### src/rtl/shift_sched_pkg.sv
// Shared state encoding and width helper for shift_sched.
// The FLUSH encoding exists only when SHIFT_SCHED_FLUSH_EN is defined.
package shift_sched_pkg;

   typedef enum logic [1:0] {
      ST_IDLE  = 2'd0,
      ST_BURST = 2'd1
`ifdef SHIFT_SCHED_FLUSH_EN
      , ST_FLUSH = 2'd2
`endif
   } state_e;

`ifdef SHIFT_SCHED_FLUSH_EN
   localparam state_e RESET_STATE = ST_FLUSH;
`else
   localparam state_e RESET_STATE = ST_IDLE;
`endif

   // Ceiling log2, evaluated at elaboration for counter/index widths.
   function automatic int clog2(input int value);
      int r;
      r = 0;
      for (int i = 0; i < 31; i++) begin
         if ((1 << i) < value) r = i + 1;
      end
      return r;
   endfunction

endpackage

### src/rtl/shift_sched_rr_arbiter.sv
// Combinational round-robin pick: first requester at or after i_ptr, wrapping at NREQ-1.
module rr_arbiter
   import shift_sched_pkg::*;
#(
   parameter int NREQ = 2,
   parameter int PW   = 1
) (
   input  logic [NREQ-1:0] i_req,
   input  logic [PW-1:0]   i_ptr,
   output logic [NREQ-1:0] o_grant,
   output logic [PW-1:0]   o_idx,
   output logic            o_valid
);

   logic [PW:0] w_k;

   // Scan from the farthest offset down so the nearest requester is written last and wins.
   always_comb begin
      o_grant = '0;
      o_idx   = '0;
      o_valid = 1'b0;
      w_k     = '0;
      for (int i = NREQ - 1; i >= 0; i--) begin
         w_k = {1'b0, i_ptr} + (PW+1)'(i);
         if (w_k >= (PW+1)'(NREQ)) w_k = w_k - (PW+1)'(NREQ);
         if (i_req[w_k[PW-1:0]]) begin
            o_grant                = '0;
            o_grant[w_k[PW-1:0]]   = 1'b1;
            o_idx                  = w_k[PW-1:0];
            o_valid                = 1'b1;
         end
      end
   end

endmodule

### src/rtl/shift_sched.sv
// Round-robin scheduler sharing one serial shift register between NREQ requesters.
// Define SHIFT_SCHED_FLUSH_EN to zero-fill the register for LEN cycles after reset.
module shift_sched
   import shift_sched_pkg::*;
#(
   parameter int LEN   = 8,
   parameter int NREQ  = 2,
   parameter int BURST = 8
) (
   input  logic            i_clk,
   input  logic            i_reset,
   input  logic [NREQ-1:0] i_req,
   input  logic [NREQ-1:0] i_data,
   output logic [NREQ-1:0] o_grant,
   output logic            o_ce,
   output logic            o_sr_data,
   output logic            o_busy,
   output logic            o_done
);

   localparam int CW = clog2(BURST) + 1;
   localparam int PW = clog2(NREQ);

   if (NREQ < 2 || NREQ > 8 || BURST < 1 || BURST > 256 || LEN < 1) begin : g_bad_params
      $error("shift_sched: parameter out of range");
   end

   state_e          r_state;
   state_e          w_next;
   logic [CW-1:0]   r_cnt;
   logic [NREQ-1:0] r_grant;
   logic [PW-1:0]   r_gidx;
   logic [PW-1:0]   r_ptr;
   logic            r_done;
   logic            w_ce;
   logic            w_sr_data;
   logic            w_last;
   logic [PW-1:0]   w_ptr_nxt;
   logic [NREQ-1:0] w_arb_grant;
   logic [PW-1:0]   w_arb_idx;
   logic            w_arb_valid;

`ifdef SHIFT_SCHED_FLUSH_EN
   localparam int FW = clog2(LEN) + 1;
   logic [FW-1:0]   r_fcnt;
`endif

   rr_arbiter #(
      .NREQ (NREQ),
      .PW   (PW)
   ) u_arb (
      .i_req   (i_req),
      .i_ptr   (r_ptr),
      .o_grant (w_arb_grant),
      .o_idx   (w_arb_idx),
      .o_valid (w_arb_valid)
   );

   assign w_ptr_nxt = (r_gidx == PW'(NREQ - 1)) ? '0 : r_gidx + PW'(1);

   always_comb begin
      w_next    = r_state;
      w_ce      = 1'b0;
      w_sr_data = 1'b0;
      w_last    = 1'b0;
      case (r_state)
`ifdef SHIFT_SCHED_FLUSH_EN
         ST_FLUSH: begin
            w_ce = 1'b1;
            if (r_fcnt == FW'(LEN - 1)) w_next = ST_IDLE;
         end
`endif
         ST_IDLE: begin
            if (w_arb_valid) w_next = ST_BURST;
         end
         ST_BURST: begin
            // The granted requester's request line is the shift enable; dropping it aborts.
            w_ce      = i_req[r_gidx];
            w_sr_data = w_ce & i_data[r_gidx];
            w_last    = w_ce && (r_cnt == CW'(BURST - 1));
            if (!w_ce || w_last) w_next = ST_IDLE;
         end
         default: w_next = RESET_STATE;
      endcase
   end

   always_ff @(posedge i_clk) begin
      if (i_reset) begin
         r_state <= RESET_STATE;
         r_cnt   <= '0;
         r_grant <= '0;
         r_gidx  <= '0;
         r_ptr   <= '0;
         r_done  <= 1'b0;
`ifdef SHIFT_SCHED_FLUSH_EN
         r_fcnt  <= '0;
`endif
      end else begin
         r_state <= w_next;
         r_done  <= w_last;
`ifdef SHIFT_SCHED_FLUSH_EN
         if (r_state == ST_FLUSH && w_next == ST_FLUSH) r_fcnt <= r_fcnt + FW'(1);
`endif
         if (r_state == ST_IDLE && w_arb_valid) begin
            r_grant <= w_arb_grant;
            r_gidx  <= w_arb_idx;
            r_cnt   <= '0;
         end
         if (r_state == ST_BURST) begin
            if (w_ce) r_cnt <= r_cnt + CW'(1);
            // Completion and abort both hand priority to the next requester.
            if (w_next == ST_IDLE) begin
               r_grant <= '0;
               r_ptr   <= w_ptr_nxt;
            end
         end
      end
   end

   assign o_grant   = r_grant;
   assign o_ce      = w_ce;
   assign o_sr_data = w_sr_data;
   assign o_busy    = (r_state != ST_IDLE);
   assign o_done    = r_done;

endmodule
### config.mk
export PLATFORM = sky130hd
export DESIGN_NAME = shift_sched
export DESIGN_NICKNAME = d
export VERILOG_FILES = /design/src/rtl/shift_sched_pkg.sv /design/src/rtl/shift_sched_rr_arbiter.sv /design/src/rtl/shift_sched.sv
export SDC_FILE = /design/constraint.sdc
export NUM_CORES = 1
export LEC_CHECK = 0
export CAP_MARGIN = 15
export CORE_ASPECT_RATIO = 0.75
export CORE_MARGIN = 2
export CORE_UTILIZATION = 25
export CTS_BUF_LIST = sky130_fd_sc_hd__clkbuf_16
export CTS_CLUSTER_SIZE = 30
export DETAILED_ROUTE_END_ITERATION = 8
export PLACE_DENSITY = 0.55
export SETUP_SLACK_MARGIN = 0.05
export SLEW_MARGIN = 20
export SYNTH_ARGS = -nofsm -noshare
export SYNTH_HDL_FRONTEND = slang
export SYNTH_SLANG_ARGS = --single-unit
### constraint.sdc
create_clock -name i_clk -period 3.4 [get_ports i_clk]
set_input_delay 0.34 -clock i_clk [delete_from_list [all_inputs] [get_ports i_clk]]
set_output_delay 0.34 -clock i_clk [all_outputs]
set_load 0.005 [all_outputs]
* After elaboration in Yosys (flattened, before gate mapping)
Index checks and enable logic that the tools add are counted.
** Cells by class
- Add/sub/neg operators :: 5
- Magnitude comparators :: 7
- Eq/ne operators :: 2
- Multiplexer cells :: 32
- Bitwise operators :: 2
- Reduce and logical (&&, ||, !) cells :: 11
** Operator list (count)
- 1-bit 2-to-1 mux :: 19
- 2-bit 2-to-1 mux :: 7
- 4-bit 2-to-1 mux :: 3
- 1-bit by 2-bit < comparator with 1-bit output, second input constant :: 3
- 4-bit by 1-bit adder with 4-bit output, second input constant :: 1
- 4-bit by 3-bit equality test with 1-bit output, second input constant :: 1
- 1-bit logical AND :: 4
- 2-bit zero test :: 2
- 2-bit case mux with 2 select lines :: 1
- 1-bit by 1-bit adder with 2-bit output, second input constant :: 1
- 1-bit demux with 1-bit select :: 2
- 2-bit by 1-bit equality test with 1-bit output, second input constant :: 1
- 1-bit greater-or-equal comparator, second input constant :: 2
- 1-bit by 2-bit greater-or-equal comparator with 1-bit output, second input constant :: 1
- 2-bit greater-or-equal comparator, second input constant :: 1
- 2-bit AND reduction :: 1
- 2-bit nonzero test :: 1
- 2-bit OR reduction :: 1
- 1-bit subtractor, second input constant :: 2
- 1-bit adder, second input constant :: 1
- 1-bit bitwise AND :: 1
- 1-bit zero test :: 1
- 1-bit logical OR :: 1
- 1-bit inverter :: 1
** Storage, ports and cells
- Register bits after elaboration :: 11
- Input bits :: 6
- Output and inout port bits :: 6
- Word-level logic and storage cells :: 65

* Longest topological paths before layout
- Word-level depth :: 12
- Gate-level depth with buffers :: 4
- Depth with buffers taken out :: 4

* By module
Synthesis repeated with hierarchy kept, for this count alone.
** Second synthesis, totals
- Cell total of the unflattened synthesis :: 60
- Area total of the unflattened synthesis :: 538.0 um^2
** Modules (own cells, without submodules)
- shift_sched :: instances 1, cells an instance 55, area each 505.5 um^2
- rr_arbiter :: instances 1, cells an instance 5, area each 32.5 um^2

* Worst setup path before layout
Ideal clock, no wire load.
- Path type :: register to output
- Start point :: reg r_gidx
- End point :: out o_sr_data
- Arrival :: 0.923 ns
- Data required time :: 3.060 ns
- Setup slack :: 2.137 ns
- Stages on the path, launching flop included :: 4
- Buffers on the path :: 0
- Cells stage by stage :: dfxtp_1 > mux2_2 > nand2_1 > nor2_1
** Between the ends
- Longest elaborated chain between the ends :: 4
- Elaborated cells on any way between the ends :: 6
** RTL lines
- start, declared :: RTL line shift_sched.sv:32 : logic [PW-1:0] r_gidx;
- start signal, assigned :: RTL line shift_sched.sv:106 : r_gidx <= w_arb_idx;
- 1-bit 2-to-1 mux, on equally long branches (2 in series) :: RTL line shift_sched.sv:78, shift_sched.sv:79
- 1-bit bitwise AND (*) :: RTL line shift_sched.sv:79 : w_sr_data = w_ce & i_data[r_gidx];
- 1-bit 2-to-1 mux (*) :: RTL line shift_sched.sv:66 : case (r_state)
- end, declared :: RTL line shift_sched.sv:16 : output logic o_sr_data,
Mark *: on every way between the ends. The rest lies on a longest branch, timed or not. The select of a mux whose other input is x is not followed.

* Worst setup path after layout
- Start point :: in i_req[1]
- End point :: out o_sr_data
** Between the ends
- Longest elaborated chain between the ends :: 4
** RTL lines
- start, declared :: RTL line shift_sched.sv:12 : input logic [NREQ-1:0] i_req,
- 1-bit 2-to-1 mux (not written as such) (2 in series) :: RTL line shift_sched.sv:78 : w_ce = i_req[r_gidx];
- 1-bit bitwise AND :: RTL line shift_sched.sv:79
- 1-bit 2-to-1 mux :: RTL line shift_sched.sv:66
Every way passes these cells. The select of a mux whose other input is x is not followed.

==> impl_metrics.yaml <==
pwr:
  leakagePower_nw: 0.269
  peakVddDrop_v: 0.000322
  clockPowerShare: 0.546
  pwr-share-comb: 0.092
  powerDensity_nw_per_um2: 514
  switching_share: 0.193
  seq_power_share: 0.362
  power.internal_w: 0.000305
  p_switching_w: 0.0000731
clocking:
  path_clk_slew_ns: 0.04
  cts_max_level: 1
  tritoncts: "built"
  ctsHoldBuffers: 0
  cts_made_buffers: 3
  clockRootBuffer: "clkbuf_16"
  cts_resized: 0
  cts_buffer_depth: 2
  post_cts_buffers: 0
  cts_sinks: 11
  clk-insertion-delay-late_ns: 0.23
synth:
  synth_warnings: 0
  synth_seq_area_share: 0.423
  syn-instance-count: 60
  synth.most_common_cell: "dfxtp_1"
  synth_area_per_cell_um2: 8.67
  syn_nets: 67
  synth_largest_area_cell: "dfxtp_1"
  ys_types: 28
  ys.flop_type: "dfxtp_1"
  synth_edf_count: 0
  synth-seq-cells: 11
  ys_async_sr_fraction: 0
  synth_area_um2: 520
  netlist.area_leader.share: 0.423
  yosys-top-cells-count: "dfxtp_1, a21oi_1, inv_1, nor2_1"
  synthTopCellsByArea: "dfxtp_1, a21oi_1, mux2i_1, a32oi_1, nand3_1"
global_routing:
  grt_overflow: 0
  antenna_found_initial: 0
  globalRouteMet1Util: 0.141
  busiest_layer: "met2"
  grt_pass1_wl_mm: 1.99
  met3_usage: 0.0567
  grt_pass1_vias: 430
  gr-usage-all-layers: 0.109
  use_met2: 0.149
  grt_max_degree: 9
placed_design:
  port_buffers: 11
  routabilityCongestion: 0.828
  hpwlAfterDp_um: 835
  dp_slack_ns: 1.17
  placed_area_um2: 657
timing:
  min_period_ns: 2.23
  whs_ns: 0.496
  fin_ws_ns: 1.17
  final.setup.tns_ns: 0
  hold_viol: 0
  clock-skew-final_ns: 0.00149
  drv_slew: 0
  rsz0062_at_grt: "false"
  setup-violations-final: 0
  layout_worst_path_cycle_share: 0.657
  max_freq_mhz: 448
floorplan:
  die_area_um2: 2470
  die_y_um: 43.5
  die_w_um: 56.7
  fp-row-count: 14
  num_io_pins: 12
  initial_core_util: 0.263
  coreArea_um2: 1980
final_layout:
  layout-drive-gt1-share: 0.0946
  area_growth_pct: 41.3
  nets: 82
  design_area_um2: 736
  diodes: 0
  fill_cells: 220
setup_path:
  cp-end-kind: "primary output"
  critical_path_class: "in -> out"
  crit_arrival_ns: 1.89
  critPathMaxStageDelay_ns: 0.59
  cp_common_cell: "clkdlybuf4s50_1"
  slowest_stage: "clkdlybuf4s50_1"
  crit_chain: "clkdlybuf4s50_1 -> mux2_2 -> nand2_1 -> nor2_1 -> clkdlybuf4s50_1"
  critPathLaunchType: "input pin"
  worstPathMaxFanout: 8
  cp.required_ns: 3.06
route:
  via_per_inst: 5.02
  vias: 492
  routedWlPerCell_um: 11.5
  route.detailed.drc: 0
  drt-pass1-iter-count: 4
  drt-initial-drc-count: 29
  wirelength_mm: 1.13
  final_antenna_net_count: 0
run_status:
  status: "finished, final reports clean"
flow_run:
  maxCapViolCount: 0
hold_path:
  min-delay-path-class: "reg -> reg"
==> through the flow <==
| stage | instances | total power [W] | utilization |
|---|---|---|---|
| 2_1_floorplan | 60 | 0.000157 | - |
| 3_3_place_gp | 94 | 0.000174 | 0.332 |
| 3_5_place_dp | 94 | 0.000173 | 0.332 |
| 4_1_cts | 98 | 0.000386 | 0.372 |
| 5_1_grt | 98 | 0.000398 | 0.372 |
| 6_report | 98 | 0.000378 | 0.372 |
==> final timing paths <==
kind              startpoint        end  slack, ns  cells after the start
setup / recovery    i_req[1]  o_sr_data       1.17                      5
hold / removal      r_cnt[2]   r_cnt[2]       0.50                      2
setup reg to reg      r_gidx      r_ptr       2.01                      3
hold reg to reg     r_cnt[2]   r_cnt[2]       0.50                      2
==> critical path, delay by kind of cell <==
family	cells	cell delay, ns
buffers and inverters	2	1.09
muxes	1	0.24
and+or+nand+nor	2	0.22
==> layout make-up <==
type / instances / area [µm²] / area share
multi-input combinational: 44 / 282 / 0.383
sequential: 11 / 220 / 0.299
timing repair buffer: 11 / 110 / 0.150
clock buffer: 3 / 75.1 / 0.102
tap: 24 / 30.0 / 0.0408
inverter: 4 / 15.0 / 0.0204
clock inverter: 1 / 3.75 / 0.00510
==> layout by cell type (no fill, tap or decap), drive strengths merged <==
cell type / netlist / layout
mux2i: 3 / 3
or3: 1 / 1
conb: 1 / 1
nor3: 3 / 3
o221a: 1 / 1
and3: 1 / 1
clkdlybuf4s50: 0 / 11
nor2: 4 / 4
nand2b: 2 / 2
dfxtp: 11 / 11
nor4: 1 / 1
nor2b: 1 / 1
or4: 1 / 1
o21ai: 3 / 3
nand2: 2 / 2
nand3: 3 / 3
a32oi: 2 / 2
o221ai: 1 / 1
mux2: 1 / 1
or3b: 1 / 1
clkbuf: 0 / 3
nand3b: 1 / 1
or2: 1 / 1
a21oi: 6 / 6
and2: 1 / 1
ha: 1 / 1
o31ai: 1 / 1
inv: 4 / 5
o211ai: 1 / 1
==> power by group through the flow <==
stage	sequential (W)	clock [W]	combinational, W
floorplan	0.000139	0	0.0000179
global placement	0.000139	0	0.0000345
detailed placement	0.000139	0	0.0000340
CTS	0.000137	0.000215	0.0000344
global route	0.000138	0.000222	0.0000386
finish	0.000137	0.000207	0.0000347
==> layer usage <==
metal	part of all wire	up-vias	routed length, µm
li1	-	250	-
met1	0.51	226	577
met2	0.39	14	441
met3	0.081	2	91
met4	0.017	0	19
met5	0	-	0
==> sequential cells by signal (all words and copies together), names as in the netlist <==
register	count
r_cnt	4
r_state	2
o_done	1
r_ptr	1
o_grant	2
r_gidx	1
==> cell families after synthesis <==
kind of cell	Yosys count	share of synthesized area
AND/OR/NAND/NOR	23	0.243
flip-flops	11	0.423
adder cells (fa/ha/maj)	1	0.0240
AO/OA/AOI/OAI	15	0.188
buffers and inverters	5	0.0360
other	1	0.00720
multiplexers	4	0.0793
Power figures use the tool's default switching activity.
